File: src/rtl/fp_pkg.sv
// Shared encodings for the FP special-operand path: operand class codes, op codes
// and a quiet-NaN pattern builder usable for any exponent/mantissa split.
package fp_pkg;

    localparam logic [2:0] CLS_ZERO      = 3'b000;
    localparam logic [2:0] CLS_INF       = 3'b001;
    localparam logic [2:0] CLS_SUBNORMAL = 3'b010;
    localparam logic [2:0] CLS_NORMAL    = 3'b011;
    localparam logic [2:0] CLS_NAN       = 3'b100;

    localparam logic [1:0] OP_ADD = 2'b00;
    localparam logic [1:0] OP_SUB = 2'b01;
    localparam logic [1:0] OP_MUL = 2'b10;

    localparam int QNAN_MAX_W = 64;

    // Default quiet NaN: sign set, exponent all-ones, mantissa MSB set, rest zero.
    // Returned right-aligned in a 64-bit word; the caller slices its own width.
    function automatic logic [QNAN_MAX_W-1:0] qnan_bits(input int exp_w, input int man_w);
        logic [QNAN_MAX_W-1:0] r;
        for (int i = 0; i < QNAN_MAX_W; i++) begin
            r[i] = (i >= man_w - 1) && (i <= exp_w + man_w);
        end
        return r;
    endfunction

endpackage

File: src/rtl/fp_classify.sv
// Combinational operand classifier: maps {exp, man} to a class code and flags
// signalling NaNs. The sign bit does not affect the class, so it is not an input.
module fp_classify
    import fp_pkg::*;
#(
    parameter int EXP_W = 8,
    parameter int MAN_W = 23
) (
    input  logic [EXP_W+MAN_W-1:0] x,
    output logic [2:0]             cls,
    output logic                   snan
);

    logic exp_zero;
    logic exp_ones;
    logic man_zero;

    assign exp_zero = (x[MAN_W +: EXP_W] == '0);
    assign exp_ones = &x[MAN_W +: EXP_W];
    assign man_zero = (x[MAN_W-1:0] == '0);

    always_comb begin
        cls = CLS_NORMAL;
        if (exp_zero && man_zero)      cls = CLS_ZERO;
        else if (exp_zero)             cls = CLS_SUBNORMAL;
        else if (exp_ones && man_zero) cls = CLS_INF;
        else if (exp_ones)             cls = CLS_NAN;
    end

    assign snan = exp_ones && !man_zero && !x[MAN_W-1];

endmodule

File: src/rtl/fp_special_pipe.sv
// Two-stage elastic resolver for zero/inf/NaN operand combinations ahead of the
// FP add/sub/mul datapath. Define FP_SPECIAL_STATS_EN to add saturating counters.
module fp_special_pipe
    import fp_pkg::*;
#(
    parameter int EXP_W = 8,
    parameter int MAN_W = 23,
    parameter int W     = 1 + EXP_W + MAN_W
) (
    input  logic         clk,
    input  logic         rst_n,
    input  logic         in_valid,
    output logic         in_ready,
    input  logic [1:0]   in_op,
    input  logic [W-1:0] in_a,
    input  logic [W-1:0] in_b,
    output logic         out_valid,
    input  logic         out_ready,
    output logic [W-1:0] out_result,
    output logic         out_special,
    output logic         out_invalid,
`ifdef FP_SPECIAL_STATS_EN
    output logic [15:0]  stat_special_cnt,
    output logic [15:0]  stat_invalid_cnt,
`endif
    output logic [2:0]   out_type_a,
    output logic [2:0]   out_type_b
);

    localparam logic [QNAN_MAX_W-1:0] QN_FULL = qnan_bits(EXP_W, MAN_W);
    localparam logic [W-1:0]          QN      = QN_FULL[W-1:0];

    function automatic logic [W-1:0] quieten(input logic [W-1:0] x);
        logic [W-1:0] r;
        r           = x;
        r[MAN_W-1]  = 1'b1;
        return r;
    endfunction

    function automatic logic [W-1:0] inf_word(input logic s);
        return {s, {EXP_W{1'b1}}, {MAN_W{1'b0}}};
    endfunction

    logic         adv1;
    logic         adv2;
    logic [1:0]   op_s0;
    logic [W-1:0] b_s0;
    logic [2:0]   cls_a_s0, cls_b_s0;
    logic         snan_a_s0, snan_b_s0;

    logic         vld_p1;
    logic [1:0]   op_p1;
    logic [W-1:0] a_p1, b_p1;
    logic [2:0]   cls_a_p1, cls_b_p1;
    logic         snan_a_p1, snan_b_p1;

    logic [W-1:0] res_s1;
    logic         spec_s1, inv_s1;

    logic         vld_p2;
    logic [W-1:0] res_p2;
    logic         spec_p2, inv_p2;
    logic [2:0]   cls_a_p2, cls_b_p2;

    assign adv2     = !vld_p2 || out_ready;
    assign adv1     = !vld_p1 || adv2;
    assign in_ready = adv1;

    // Reserved op code collapses to add; subtraction becomes addition of -B.
    assign op_s0 = (in_op == OP_SUB || in_op == OP_MUL) ? in_op : OP_ADD;
    assign b_s0  = {in_b[W-1] ^ (op_s0 == OP_SUB), in_b[W-2:0]};

    fp_classify #(.EXP_W(EXP_W), .MAN_W(MAN_W)) u_cls_a (
        .x    (in_a[W-2:0]),
        .cls  (cls_a_s0),
        .snan (snan_a_s0)
    );

    fp_classify #(.EXP_W(EXP_W), .MAN_W(MAN_W)) u_cls_b (
        .x    (in_b[W-2:0]),
        .cls  (cls_b_s0),
        .snan (snan_b_s0)
    );

    // ---- stage S1: operands and classes ----
    always_ff @(posedge clk or negedge rst_n) begin
        if (!rst_n) begin
            vld_p1 <= 1'b0;
            vld_p2 <= 1'b0;
        end else begin
            if (adv1) vld_p1 <= in_valid;
            if (adv2) vld_p2 <= vld_p1;
        end
    end

    always_ff @(posedge clk) begin
        if (in_valid && adv1) begin
            op_p1     <= op_s0;
            a_p1      <= in_a;
            b_p1      <= b_s0;
            cls_a_p1  <= cls_a_s0;
            cls_b_p1  <= cls_b_s0;
            snan_a_p1 <= snan_a_s0;
            snan_b_p1 <= snan_b_s0;
        end
    end

    logic sa, sb;
    logic nan_a, nan_b, inf_a, inf_b, zero_a, zero_b;

    assign sa     = a_p1[W-1];
    assign sb     = b_p1[W-1];
    assign nan_a  = (cls_a_p1 == CLS_NAN);
    assign nan_b  = (cls_b_p1 == CLS_NAN);
    assign inf_a  = (cls_a_p1 == CLS_INF);
    assign inf_b  = (cls_b_p1 == CLS_INF);
    assign zero_a = (cls_a_p1 == CLS_ZERO);
    assign zero_b = (cls_b_p1 == CLS_ZERO);

    always_comb begin
        res_s1  = '0;
        spec_s1 = 1'b0;
        inv_s1  = 1'b0;
        if (nan_a || nan_b) begin
            spec_s1 = 1'b1;
            inv_s1  = snan_a_p1 || snan_b_p1;
            if (nan_a && nan_b) begin
                if (a_p1[MAN_W-2:0] > b_p1[MAN_W-2:0])      res_s1 = quieten(a_p1);
                else if (b_p1[MAN_W-2:0] > a_p1[MAN_W-2:0]) res_s1 = quieten(b_p1);
                else                                         res_s1 = quieten({sa & sb, a_p1[W-2:0]});
            end else if (nan_a) begin
                res_s1 = quieten(a_p1);
            end else begin
                res_s1 = quieten(b_p1);
            end
        end else if (op_p1 == OP_MUL) begin
            if ((zero_a && inf_b) || (inf_a && zero_b)) begin
                spec_s1 = 1'b1;
                inv_s1  = 1'b1;
                res_s1  = QN;
            end else if (inf_a || inf_b) begin
                spec_s1 = 1'b1;
                res_s1  = inf_word(sa ^ sb);
            end else if (zero_a || zero_b) begin
                spec_s1 = 1'b1;
                res_s1  = {sa ^ sb, {(W-1){1'b0}}};
            end
        end else begin
            if (zero_a && zero_b) begin
                spec_s1 = 1'b1;
                res_s1  = {sa & sb, {(W-1){1'b0}}};
            end else if (zero_a) begin
                spec_s1 = 1'b1;
                res_s1  = b_p1;
            end else if (zero_b) begin
                spec_s1 = 1'b1;
                res_s1  = a_p1;
            end else if (inf_a && inf_b) begin
                spec_s1 = 1'b1;
                inv_s1  = (sa != sb);
                res_s1  = (sa == sb) ? a_p1 : QN;
            end else if (inf_a) begin
                spec_s1 = 1'b1;
                res_s1  = a_p1;
            end else if (inf_b) begin
                spec_s1 = 1'b1;
                res_s1  = b_p1;
            end
        end
    end

    // ---- stage S2: resolved result ----
    always_ff @(posedge clk) begin
        if (vld_p1 && adv2) begin
            res_p2   <= res_s1;
            spec_p2  <= spec_s1;
            inv_p2   <= inv_s1;
            cls_a_p2 <= cls_a_p1;
            cls_b_p2 <= cls_b_p1;
        end
    end

    // Data registers carry no reset; outputs are forced to zero while empty.
    assign out_valid   = vld_p2;
    assign out_result  = vld_p2 ? res_p2   : '0;
    assign out_special = vld_p2 && spec_p2;
    assign out_invalid = vld_p2 && inv_p2;
    assign out_type_a  = vld_p2 ? cls_a_p2 : '0;
    assign out_type_b  = vld_p2 ? cls_b_p2 : '0;

`ifdef FP_SPECIAL_STATS_EN
    function automatic logic [15:0] sat_inc16(input logic [15:0] x);
        return (x == 16'hFFFF) ? x : x + 16'd1;
    endfunction

    always_ff @(posedge clk or negedge rst_n) begin
        if (!rst_n) begin
            stat_special_cnt <= '0;
            stat_invalid_cnt <= '0;
        end else if (vld_p2 && out_ready) begin
            if (spec_p2) stat_special_cnt <= sat_inc16(stat_special_cnt);
            if (inv_p2)  stat_invalid_cnt <= sat_inc16(stat_invalid_cnt);
        end
    end
`endif

endmodule

File: config.mk
export PLATFORM = sky130hd
export DESIGN_NAME = fp_special_pipe
export DESIGN_NICKNAME = d
export VERILOG_FILES = /design/src/rtl/fp_pkg.sv /design/src/rtl/fp_classify.sv /design/src/rtl/fp_special_pipe.sv
export SDC_FILE = /design/constraint.sdc
export NUM_CORES = 1
export LEC_CHECK = 0
export ABC_CLOCK_PERIOD_IN_PS = 3150
export CORE_ASPECT_RATIO = 1.2
export CORE_MARGIN = 8
export CORE_UTILIZATION = 53
export CTS_CLUSTER_DIAMETER = 100
export CTS_CLUSTER_SIZE = 28
export DETAILED_ROUTE_END_ITERATION = 16
export MAX_ROUTING_LAYER = met4
export PLACE_DENSITY = 0.84
export SYNTH_ARGS = -nofsm -noshare
export SYNTH_HDL_FRONTEND = slang
export SYNTH_SLANG_ARGS = --single-unit
File: constraint.sdc
create_clock -name clk -period 3.15 [get_ports clk]
set_input_delay 0.63 -clock clk [delete_from_list [all_inputs] [get_ports clk]]
set_output_delay 0.63 -clock clk [all_outputs]
set_load 0.1 [all_outputs]
==> out/summary.txt, run 1 <==
outcome: complete, no violations
IO Pins: 112
Combinational Power Share: 16.7%
first-pass GRT wire length: 26800 um
# setup viols final: 0
synthesized cell area: 0.00625 mm^2
VDD IR max: 0.567 mV
CP Data Arrival Time: 3010 ps
Die ar.: 0.0155 mm^2
largest cells by area after synthesis: edfxtp_1 (55%), ha_1 (4.8%), and2_1 (4.4%)
syn_area_per_cell: 11.5 um^2
hold_buf cts: 0
antenna-violating nets left: 0
Via density: 6.00
gpl congestion: 0.950
final std cells w/o fill: 823
post-synthesis sequential area ratio: 55.6%
placed instance count: 791
Slew headroom: 39.8%
Max Slew Vio Count: 0
RSZ-0062 raised after global routing: false
Metal-1 WL: 7260 um
Highest Signal Layer: met4
Clock Power Share: 41.1%
EDFF count, synth: 114
Sw Ratio: 27.2%
FF-to-FF setup slack: 290 ps
f_max: 0.349 GHz
Syn Nets: 636
Port Buffers: 111
type of the most critical hold path: primary input to asynchronous set/reset pin
crit end category: flop
area leader, netlist: edfxtp_1
worst setup path class: flop to flop
Seq pwr share: 42.2%
Final #Nets: 747
main flop type after synthesis: edfxtp_1
Die Y: 135 um
post-synthesis instance total: 542
final wirelength: 16900 um
Int Pwr: 3250 uW
CTS tree: yes
CTS sink count: 116
cts bufs inserted: 17
total number of vias: 4940
Layout area overhead: 27.5%
TNS Setup: 0 ps
DRC viols: 0
Power, Total: 4470 uW
Period minus WS final: 2860 ps
Worst Path Required: 3300 ps
Starting Density: 54.3%
Detail Route met2 WL: 8040 um
root buf cell: clkbuf_16
Leakage: 0.00304 uW
DIE WIDTH: 115 um
Power Density: 561 mW/mm^2
register clock-pin slew on the reported worst setup and hold paths: 50 ps
Setup Fix Bufs, Post-CTS: 0
Synth warnings: 0
layout cells sized above 1: 15.0%
diode count: 0
post-DP HPWL: 12500 um
endpoints failing hold: 0
Core Area: 0.0115 mm^2
ys async rst share: 1.72%
routed wl met3: 1250 um
Avg WL per Cell: 20.5 um
Max Root-Sink Buffers: 2
row cnt: 43
# H-tree levels: 4
largest net degree at the start of global routing: 45
clock latency on the worst-skew pair: 410 ps
NetSw: 1220 uW
Max Cap Viol: 0
period utilization: 90.8%
GRT Util Overall: 22.9%
worst slew pin tran: 903 ps
Final Skew: 11.0 ps
1st-iter DRT viols: 554
Crit Path Max Fanout: 19
Yosys reg bits: 116
DR pass1 iterations: 6
post-synth cell types: 62
post_cts resized: 0
most frequent cell after synthesis: edfxtp_1
Synth top cells by count: edfxtp_1 (114), and2_1 (44), o21ai_0 (44)
number of global-route vias before repair: 4960
initial antenna violation count: 0
Critical Path Start Type: flop
top cell type's share of synthesized area: 54.8%
grt total ovfl: 0
==> layout by cell type, fill, tap and decap left out, types with 2 or more instances in the layout <==
master,count
nor3_1,8
clkinv_2,4
clkbuf_1,6
clkbuf_8,3
and2_1,43
ha_1,24
buf_12,3
a21o_1,3
nand4_1,10
inv_1,43
clkbuf_16,17
a21oi_1,34
and3_1,2
o21ai_0,44
o21ai_2,2
nor3b_2,2
nand3_1,11
or3b_1,2
dfrtp_1,2
edfxtp_1,114
nor4_1,14
or3_1,3
nor2_1,20
o221ai_1,4
a221oi_2,7
xor2_1,2
clkdlybuf4s50_1,69
bufinv_16,2
buf_4,48
a221o_1,18
nor2b_1,4
o311ai_0,2
mux2i_1,3
o21bai_1,18
nand2_1,27
a31oi_1,13
nand2b_1,5
==> worst max-delay path: stages (launching register included) <==
cell       delay [ps]
edfxtp_1          400
inv_1              70
ha_1              340
a21oi_2           200
o21bai_2          100
a2111oi_4         380
and3_1            380
a21oi_4           150
buf_12            210
a221o_1           370
==> sequential cells by signal (all words and copies together) (netlist names) <==
register and count:
cls_b_p2 3, cls_a_p1 3, op_p1 2, spec_p2 1, b_p1 32, cls_a_p2 3
res_p2 32, inv_p2 1, cls_b_p1 3, snan_a_p1 1, a_p1 32, out_valid 1
snan_b_p1 1, vld_p1 1
==> through the flow <==
stage                     util, %  cell area [um^2]  setup slack (ps)  hold WS [ps]
after floorplan                 -              6250              52.5           334
after global placement       64.3              7400               460           466
after detailed placement     64.3              7400               396           474
after CTS                    69.2              7970               319           371
after global routing         69.2              7970               216           377
final                        69.2              7970               289           388
==> worst paths after layout <==
path                                               to  depth (start not counted)                from
worst max-delay path             res_p2[19]$_DFFE_PP_                          9  a_p1[17]$_DFFE_PP_
worst min-delay path            out_valid$_DFFE_PN0P_                          1               rst_n
worst max register to register   res_p2[19]$_DFFE_PP_                          9  a_p1[17]$_DFFE_PP_
worst min register to register  out_valid$_DFFE_PN0P_                          1  vld_p1$_DFFE_PN0N_
max in group asynchronous          vld_p1$_DFFE_PN0N_                          1               rst_n
min in group clk                out_valid$_DFFE_PN0P_                          1  vld_p1$_DFFE_PN0N_
==> routing by layer <==
layer,GRT usage [%],vias up
met5,-,-
met4,8.49,0
met3,3.84,30
met2,34.9,270
met1,30.2,2340
li1,-,2300
==> power by group through the flow <==
stage / clock network, uW / logic, uW / registers [uW]
after floorplan: 0 / 516 / 1880
after global placement: 0 / 729 / 1910
after detailed placement: 0 / 743 / 1910
after CTS: 1860 / 748 / 1880
after global routing: 1920 / 788 / 1890
final: 1840 / 746 / 1880
==> final cells by class <==
| cell class | count | area [um^2] |
|---|---|---|
| flip-flops and latches | 116 | 3470 |
| inverters | 43 | 161 |
| clock inverters | 6 | 80.1 |
| well taps | 157 | 196 |
| multi-input cells | 355 | 2460 |
| fillers | 831 | 3540 |
| clock buffers | 26 | 489 |
| repair buffers | 120 | 1110 |
==> logic make-up (layout without fill, tap and decap cells) <==
kind of cell	after synthesis	after routing	synth area share (%)
AND/OR/NAND/NOR	161	161	14.6
multiplexers	3	3	0.480
flip-flops	116	116	55.6
adder cells (fa/ha/maj)	24	24	4.80
XOR/XNOR	2	2	0.280
AO/OA/AOI/OAI	165	165	19.1
buffers and inverters	71	195	5.14
(Power assumes the default switching activity.)
==> run 2, diff against run 1 <==
--- a/config.mk
+++ b/config.mk
@@ -12,7 +12,7 @@
 export CTS_CLUSTER_DIAMETER = 100
 export CTS_CLUSTER_SIZE = 28
 export DETAILED_ROUTE_END_ITERATION = 16
-export MAX_ROUTING_LAYER = met4
+export HOLD_SLACK_MARGIN = 0.12
 export PLACE_DENSITY = 0.84
 export SYNTH_ARGS = -nofsm -noshare
 export SYNTH_HDL_FRONTEND = slang
==> out/summary.txt, run 2 (synthesis gave the netlist of run 1 again) <==
final wirelength: 16900 um (+0.28%)
most frequent cells in the layout: edfxtp_1 (114), clkdlybuf4s50_1 (69), buf_4 (49)
Starting Density: 54.3% (unchanged)
antenna-violating nets left: 0 (unchanged)
final core occ: 69.5% (+0.29 points)
most common cell after layout, fill and taps aside: edfxtp_1
period utilization: 90.3% (-0.58 points)
Metal-1 WL: 6770 um (-6.8%)
Critical Path Start Type: flop
Worst path depth: 9 (unchanged)
DIE WIDTH: 115 um (unchanged)
clock latency on the worst-skew pair: 410 ps (about the same)
Combinational Power Share: 16.2% (-0.5 points)
layout cells sized above 1: 15.2% (+0.15 points)
Slew headroom: 42.9% (+3.1 points)
first-pass GRT wire length: 26300 um (-1.7%)
CTS sink count: 116 (unchanged)
IO Pins: 112 (unchanged)
Buf/Inv on CP: 2 (unchanged)
f_max: 0.352 GHz (+0.64%)
number of global-route vias before repair: 4926 (-0.69%)
# setup viols final: 0 (unchanged)
post-DP HPWL: 12600 um (+0.96%)
Port Buffers: 111 (unchanged)
type of the most critical hold path: primary input to asynchronous set/reset pin
Worst path slowest cell: edfxtp_1
post_cts resized: 0 (unchanged)
Power Density: 574 mW/mm^2 (+2.3%)
crit end category: flop
Final Skew: 6.97 ps (-4.01 ps)
Die ar.: 0.0155 mm^2 (unchanged)
largest registers: a_p1 x32, b_p1 x32, res_p2 x32
Max Root-Sink Buffers: 2 (unchanged)
total number of vias: 5013 (+1.5%)
GRT Util Overall: 22.1% (-0.82 points)
Post-Layout Inst Area: 0.00800 mm^2 (+0.42%)
Power, Total: 4590 uW (+2.7%)
number of fillers in the final layout: 865 (+4.1%)
1st-iter DRT viols: 472 (-15%)
Sw Ratio: 27.3% (+0.10 points)
crit-path cells: inv_1 > ha_1 > a21oi_1 > o21ai_0 > a32oi_1 > and3_1 > a21oi_4 > buf_12 > a221o_1
Worst Path Required: 3310 ps (about the same)
root buf cell: clkbuf_16
largest net degree at the start of global routing: 44 (-2.2%)
Setup Fix Bufs, Post-CTS: 0 (unchanged)
diode count: 0 (unchanged)
Seq pwr share: 41.1% (-1.1 points)
VDD IR max: 0.350 mV (-38%)
grt total ovfl: 0 (unchanged)
Worst Reg-to-Reg Cells: 9 (unchanged)
Core Area: 0.0115 mm^2 (unchanged)
worst setup path class: flop to flop
Int Pwr: 3340 uW (+2.6%)
DRC viols: 0 (unchanged)
Layout area overhead: 28.0%
Final #Nets: 748 (+0.13%)
initial antenna violation count: 0 (unchanged)
row cnt: 43 (unchanged)
Avg WL per Cell: 20.6 um (+0.28%)
endpoints failing hold: 0 (unchanged)
Period minus WS final: 2840 ps (-18.2 ps)
# H-tree levels: 4 (unchanged)
gpl congestion: 0.942 (-0.87%)
CP max stage delay: 460 ps (+60 ps)
outcome: complete, no violations
worst slew pin tran: 857 ps (-46.7 ps)
cts bufs inserted: 17 (unchanged)
RSZ-0062 raised after global routing: false
CP Data Arrival Time: 3000 ps (about the same)
Leakage: 0.00305 uW (+0.39%)
NetSw: 1250 uW (+3.1%)
routed wl met3: 1640 um (+32%)
TNS Setup: 0 ps (unchanged)
Via density: 6.09 (+1.5%)
Crit Path Max Fanout: 16 (-3)
hold_buf cts: 0 (unchanged)
delay-heaviest family, CP: compound AO/OA/AOI/OAI gates
register clock-pin slew on the reported worst setup and hold paths: 50 ps (about the same)
Max Cap Viol: 0 (unchanged)
Die Y: 135 um (unchanged)
Detail Route met2 WL: 8310 um (+3.4%)
Clock Power Share: 42.7% (+1.6 points)
Highest Signal Layer: met4
Max Slew Vio Count: 0 (unchanged)
DR pass1 iterations: 5 (-1)
Cell Area, Placed: 0.00741 mm^2 (+0.10%)
CTS tree: yes
-- run 2: cell types whose count changed in the layout (fill, tap and decap cells not counted), sizes merged --
cell,previous run,this run
clkinv,4,7
buf,51,52
clkinvlp,0,1
clkbuf,26,19
bufinv,2,4
-- run 2: layer usage --
metal  up-vias  GRT usage [%]
met4         0           8.12
met2       307           35.9
li1       2305              -
met1      2380           28.1
met5         -              0
met3        21           5.05
-- run 2: area by class of cell --
type / instances / area [um^2] / area share, %
clock inverter: 12 / 163 / 2.03
tap: 157 / 196 / 2.45
sequential: 116 / 3470 / 43.4
multi-input combinational: 355 / 2460 / 30.7
inverter: 43 / 161 / 2.02
clock buffer: 19 / 433 / 5.41
timing repair buffer: 121 / 1120 / 14.0
-- run 2: worst reg2reg max path, stage by stage, from the launching register on --
cell	delay [ps]
edfxtp_1	460
inv_1	110
ha_1	350
a21oi_1	140
o21ai_0	100
a32oi_1	270
and3_1	370
a21oi_4	200
buf_12	230
a221o_1	360
-- run 2: path summary, 6_finish.rpt --
| check | endpoint | slack, ps | startpoint |
|---|---|---|---|
| min in group clk | out_valid$_DFFE_PN0P_ | 500 | vld_p1$_DFFE_PN0N_ |
| hold / removal | vld_p1$_DFFE_PN0N_ | 380 | rst_n |
| setup / recovery | res_p2[17]$_DFFE_PP_ | 310 | a_p1[7]$_DFFE_PP_ |
| max in group asynchronous | out_valid$_DFFE_PN0P_ | 2640 | rst_n |
| setup reg to reg | res_p2[17]$_DFFE_PP_ | 310 | a_p1[7]$_DFFE_PP_ |
| hold reg to reg | out_valid$_DFFE_PN0P_ | 500 | vld_p1$_DFFE_PN0N_ |
-- run 2: per-stage QoR --
stage               cells  hold WS [ps]  setup WS, ps
finish                823           383           307
global route          823           386           191
CTS                   823           375           368
detailed placement    792           485           394
global placement      792           469           473
floorplan             542           334          52.5
-- run 2: power by group through the flow --
stage / clock network (uW) / logic (uW) / registers (uW)
global placement: 0 / 727 / 1900
CTS: 1970 / 746 / 1880
finish: 1960 / 745 / 1890
floorplan: 0 / 516 / 1880
detailed placement: 0 / 744 / 1910
global route: 2030 / 785 / 1900
==> run 3, diff against run 2 <==
--- a/config.mk
+++ b/config.mk
@@ -7,13 +7,12 @@
 export LEC_CHECK = 0
 export ABC_CLOCK_PERIOD_IN_PS = 3150
 export CORE_ASPECT_RATIO = 1.2
-export CORE_MARGIN = 8
-export CORE_UTILIZATION = 53
+export CORE_UTILIZATION = 50
 export CTS_CLUSTER_DIAMETER = 100
 export CTS_CLUSTER_SIZE = 28
 export DETAILED_ROUTE_END_ITERATION = 16
 export HOLD_SLACK_MARGIN = 0.12
-export PLACE_DENSITY = 0.84
+export PLACE_DENSITY = 0.81
 export SYNTH_ARGS = -nofsm -noshare
 export SYNTH_HDL_FRONTEND = slang
 export SYNTH_SLANG_ARGS = --single-unit
==> out/summary.txt, run 3 (synthesis gave the netlist of run 1 again) <==
Critical path destination: res_p2[2]$_DFFE_PP_
1st-iter DRT viols: 679 (+44%)
Final #Nets: 751 (+0.40%)
met1 usage: 34.3% (+6.1 points)
# H-tree levels: 4 (unchanged)
Crit Reg-Reg Startpoint: a_p1[7]$_DFFE_PP_
post_cts resized: 0 (unchanged)
TNS Setup: 0 ps (unchanged)
gpl congestion: 0.973 (+3.3%)
most frequent cells in the layout: edfxtp_1 (114), clkdlybuf4s50_1 (69), buf_4 (53)
Port Buffers: 111 (unchanged)
Worst path depth: 9 (unchanged)
cts bufs inserted: 17 (unchanged)
Die Y: 124 um (-7.8%)
DRC viols: 0 (unchanged)
largest registers: a_p1 x32, b_p1 x32, res_p2 x32
largest net degree at the start of global routing: 44 (unchanged)
register clock-pin slew on the reported worst setup and hold paths: 50 ps (about the same)
Reg2Reg Capture Point: res_p2[2]$_DFFE_PP_
antenna-violating nets left: 0 (unchanged)
critical path launch point: a_p1[7]$_DFFE_PP_
f_max: 0.360 GHz (+2.4%)
outcome: complete, no violations
Power Density: 581 mW/mm^2 (+1.4%)
Crit Path Max Fanout: 19 (+3)
initial antenna violation count: 0 (unchanged)
Max Root-Sink Buffers: 2 (unchanged)
row cnt: 44 (+2.3%)
FF-to-FF setup slack: 370 ps (+70 ps)
number of global-route vias before repair: 4825 (-2.1%)
post-DP HPWL: 11600 um (-8.1%)
Critical Path Start Type: flop
most common cell after layout, fill and taps aside: edfxtp_1
CP Data Arrival Time: 2930 ps (-70 ps)
Setup Fix Bufs, Post-CTS: 0 (unchanged)
Avg WL per Cell: 19.1 um (-7.1%)
CTS tree: yes
CTS sink count: 116 (unchanged)
Core Area: 0.0122 mm^2 (+5.7%)
RSZ-0062 raised after global routing: false
met2 Use GR: 40.8% (+5.0 points)
Worst Path Required: 3310 ps (about the same)
type of the most critical hold path: primary input to asynchronous set/reset pin
layout cells sized above 1: 16.1% (+0.95 points)
hold_buf cts: 0 (unchanged)
Die ar.: 0.0130 mm^2 (-17%)
total number of vias: 5012 (-0.020%)
# setup viols final: 0 (unchanged)
root buf cell: clkbuf_16
DR pass1 iterations: 8 (+3)
endpoints failing hold: 0 (unchanged)
Layout area overhead: 28.9%
Starting Density: 51.4% (-2.9 points)
worst setup path class: flop to flop
grt total ovfl: 0 (unchanged)
Leakage: 0.00309 uW (+1.2%)
GR peak layer: met2
VDD IR max: 0.472 mV (+35%)
clock latency on the worst-skew pair: 420 ps (about the same)
final core occ: 66.2% (-3.3 points)
Final Skew: 9.13 ps (+2.16 ps)
crit-path cells: inv_1 > ha_1 > a21oi_1 > o21ai_0 > a32oi_1 > and3_1 > a21oi_4 > buf_12 > a221o_1
diode count: 0 (unchanged)
Max Cap Viol: 0 (unchanged)
period utilization: 88.1% (-2.1 points)
GRT Util Overall: 25.6% (+3.5 points)
Worst path slowest cell: edfxtp_1
IO Pins: 112 (unchanged)
delay-heaviest family, CP: compound AO/OA/AOI/OAI gates
Buf/Inv on CP: 2 (unchanged)
Max Slew Vio Count: 0 (unchanged)
crit end category: flop
worst slew pin tran: 920 ps (+63.4 ps)
first-pass GRT wire length: 25700 um (-2.4%)
CP max stage delay: 450 ps (about the same)
Period minus WS final: 2780 ps (-67.7 ps)
Slew headroom: 38.7% (-4.2 points)
M3 GR Usage: 4.50% (-0.55 points)
final wirelength: 15900 um (-6.2%)
Worst Reg-to-Reg Cells: 9 (unchanged)
DIE WIDTH: 104 um (-9.6%)
Via density: 6.03 (-0.98%)
run 3: cell count changes in the layout (fill, tap and decap cells not counted):
cell / delta
buf_12: -1
clkbuf_8: +4
clkbuf_1: -1
buf_4: +4
clkinv_2: +1
clkinv_4: -1
clkinv_1: -2
run 3: cell type report:
class / count / area [um^2]
Fill cell: 899 / 4110
Sequential cell: 116 / 3470
Multi-Input combinational cell: 355 / 2460
Timing Repair Buffer: 124 / 1130
Clock buffer: 22 / 484
Tap cell: 161 / 201
Inverter: 43 / 161
Clock inverter: 10 / 151
run 3: how the worst min path moves through the flow:
stage,slack (ps),end
detailed placement,480,out_valid$_DFFE_PN0P_
finish,370,vld_p1$_DFFE_PN0N_
global route,380,vld_p1$_DFFE_PN0N_
CTS,370,vld_p1$_DFFE_PN0N_
floorplan,330,out_valid$_DFFE_PN0P_
global placement,470,out_valid$_DFFE_PN0P_
run 3: per-stage QoR:
stage	total power, uW	hold WS, ps	worst slack, ps	instance area [um^2]	std cells
floorplan	2400	334	52.5	6250	542
global placement	2630	466	512	7420	799
detailed placement	2660	484	457	7420	799
CTS	4700	367	414	8060	831
global route	4800	378	245	8060	831
finish	4690	375	375	8060	831
run 3: per-layer routing:
layer	vias up	part of all wire (%)	wire length, um
met4	0	3.3	524
met1	2368	41	6500
met3	42	7.8	1240
met5	-	0	0
li1	2320	-	-
met2	282	48	7610
run 3: where the power goes:
group	internal (uW)	total, uW	switching, uW
sequential	1810	1880	73.1
combinational	224	748	524
clock	1400	2050	657
==> RTL edit (config.mk and constraints of run 3) <==
`EXP_W` is set to 8 in 2 places; all go to 10.
--- a/src/rtl/fp_classify.sv
+++ b/src/rtl/fp_classify.sv
@@ -3,7 +3,7 @@
 module fp_classify
     import fp_pkg::*;
 #(
-    parameter int EXP_W = 8,
+    parameter int EXP_W = 10,
     parameter int MAN_W = 23
 ) (
     input  logic [EXP_W+MAN_W-1:0] x,
--- a/src/rtl/fp_special_pipe.sv
+++ b/src/rtl/fp_special_pipe.sv
@@ -3,7 +3,7 @@
 module fp_special_pipe
     import fp_pkg::*;
 #(
-    parameter int EXP_W = 8,
+    parameter int EXP_W = 10,
     parameter int MAN_W = 23,
     parameter int W     = 1 + EXP_W + MAN_W
 ) (
Ports: changed (resized in_a, in_b and out_result); port bits go from 112 to 118. The function was not compared with the original's and may differ.
==> RTL edit against run 3 <==
Routed wire length grew 12%. Via count grew 8.4%. First-iteration DRC count shrank 11%. Global-route usage grew 1.9 points. Synthesized area grew 3.4%. Design area grew 3.9%. Worst setup slack lost 0.15 ns. Sequential cell count grew 6. Synthesized cell count grew 6.5%. Clock skew shrank 0.0036 ns. Die area grew 3.3%. Total power grew 1.3%. Sequential power grew 5%.
==> RTL edit: results (changes against run 3) <==
first_pass_iters: 5  # was 8
synth_cell_types: 54  # was 62
muxShareOfSynthArea_pct: 1.568  # was 0.4804%
grt_pass1_wl_microns: 27830  # was 25670 microns
gp_congestion: 0.9581  # was 0.9729
nets: 803  # was 751
drive_above_1_share_pct: 16.57  # was 16.12%
outcome: "finished, final reports clean"  # unchanged
synth_compound_area_share_pct: 16.24  # was 19.14%
reg2reg_to: "res_p2[11]$_DFFE_PP_"  # was res_p2[2]$_DFFE_PP_
synth_edf_count: 120  # was 114
fin_skew_ns: 0.005561  # was 0.009128 ns
ir_drop_mv: 0.4193  # was 0.4717 mV
largestRegisters: "a_p1 x34, b_p1 x34, res_p2 x34"  # was a_p1 x32, b_p1 x32, res_p2 x32
synth_area_leaders: "edfxtp_1, a21oi_1, ha_1"  # was edfxtp_1, ha_1, and2_1
grt_max_degree: 46  # was 44
grt_usage_pct: 27.54  # was 25.61%
synthXorXnorAreaFrac_pct: 0.2711  # was 0.2802%
r2r_cells: 7  # was 9
placed_area_sq_um: 7769  # was 7423 sq um
grt_pass1_vias: 5148  # was 4825
async_flop_share_pct: 1.639  # was 1.724%
cp.arrival_ns: 3.21  # was 2.93 ns
avgViaCountPerCell: 6.161  # was 6.031
synth.yosys.seq_area_share_pct: 56.53  # was 55.56%
ff2ff_setup_slack_ns: 0.22  # was 0.37 ns
p_leak_nw: 3.229  # was 3.086 nW
numPortBuffers: 117  # was 111
-- RTL edit: kinds of logic (layout without fill, tap and decap cells) --
group,after synthesis,in the layout
AOI/OAI and AO/OA,167,167
xor gates and xnor gates,2,2
adders and majority gates,24,24
buffers and inverters,58,199
DFF,122,122
muxes,9,9
and+or+nand+nor,195,195
-- RTL edit: worst min path at each step --
stage,end,start,depth (start not counted),slack [ns]
final,vld_p1$_DFFE_PN0N_,rst_n,1,0.38
after global routing,vld_p1$_DFFE_PN0N_,rst_n,1,0.37
after CTS,vld_p1$_DFFE_PN0N_,rst_n,1,0.37
after detailed placement,out_valid$_DFFE_PN0P_,vld_p1$_DFFE_PN0N_,1,0.47
after global placement,out_valid$_DFFE_PN0P_,vld_p1$_DFFE_PN0N_,1,0.47
after floorplan,out_valid$_DFFE_PN0P_,rst_n,0,0.33
-- RTL edit: per-stage QoR --
step / cells / utilization (%) / setup slack (ns)
6_report: 882 / 66.37 / 0.2210
3_5_place_dp: 850 / 61.60 / 0.2852
2_1_floorplan: 577 / - / 0.01121
5_1_grt: 882 / 66.37 / 0.007904
4_1_cts: 882 / 66.37 / 0.2809
3_3_place_gp: 850 / 61.60 / 0.3490
-- RTL edit: final cells by class --
cell class | count | area (sq um)
fill | 955 | 4242
sequential | 122 | 3654
multi-input combinational | 397 | 2557
timing repair buffer | 138 | 1244
clock buffer | 18 | 429.2
tap | 164 | 205.2
clock inverter | 14 | 172.7
inverter | 29 | 108.9
-- RTL edit: per-layer routing --
metal	global-route usage (%)	up-vias	part of all wire [%]
met3	6.321	40	9.4
li1	-	2472	-
met4	8.660	0	2.1
met2	42.52	332	46
met1	38.74	2590	42
met5	0	-	0
-- RTL edit: worst max-delay path: stages, from the launching register on --
cell and delay [ns]:
edfxtp_1 0.51, buf_4 0.21, nor3b_2 0.38, nor2_1 0.11, nor2_2 0.81, o21ai_0 0.34, a21oi_1 0.27, a221o_1 0.15
-- RTL edit: where the power goes --
group / total [W] / switching, W / leakage [nW] / internal [W]
Sequential: 0.00198 / 0.0000729 / 1.17 / 0.00190
Combinational: 0.000791 / 0.000550 / 1.77 / 0.000240
Clock: 0.00198 / 0.000734 / 0.291 / 0.00125
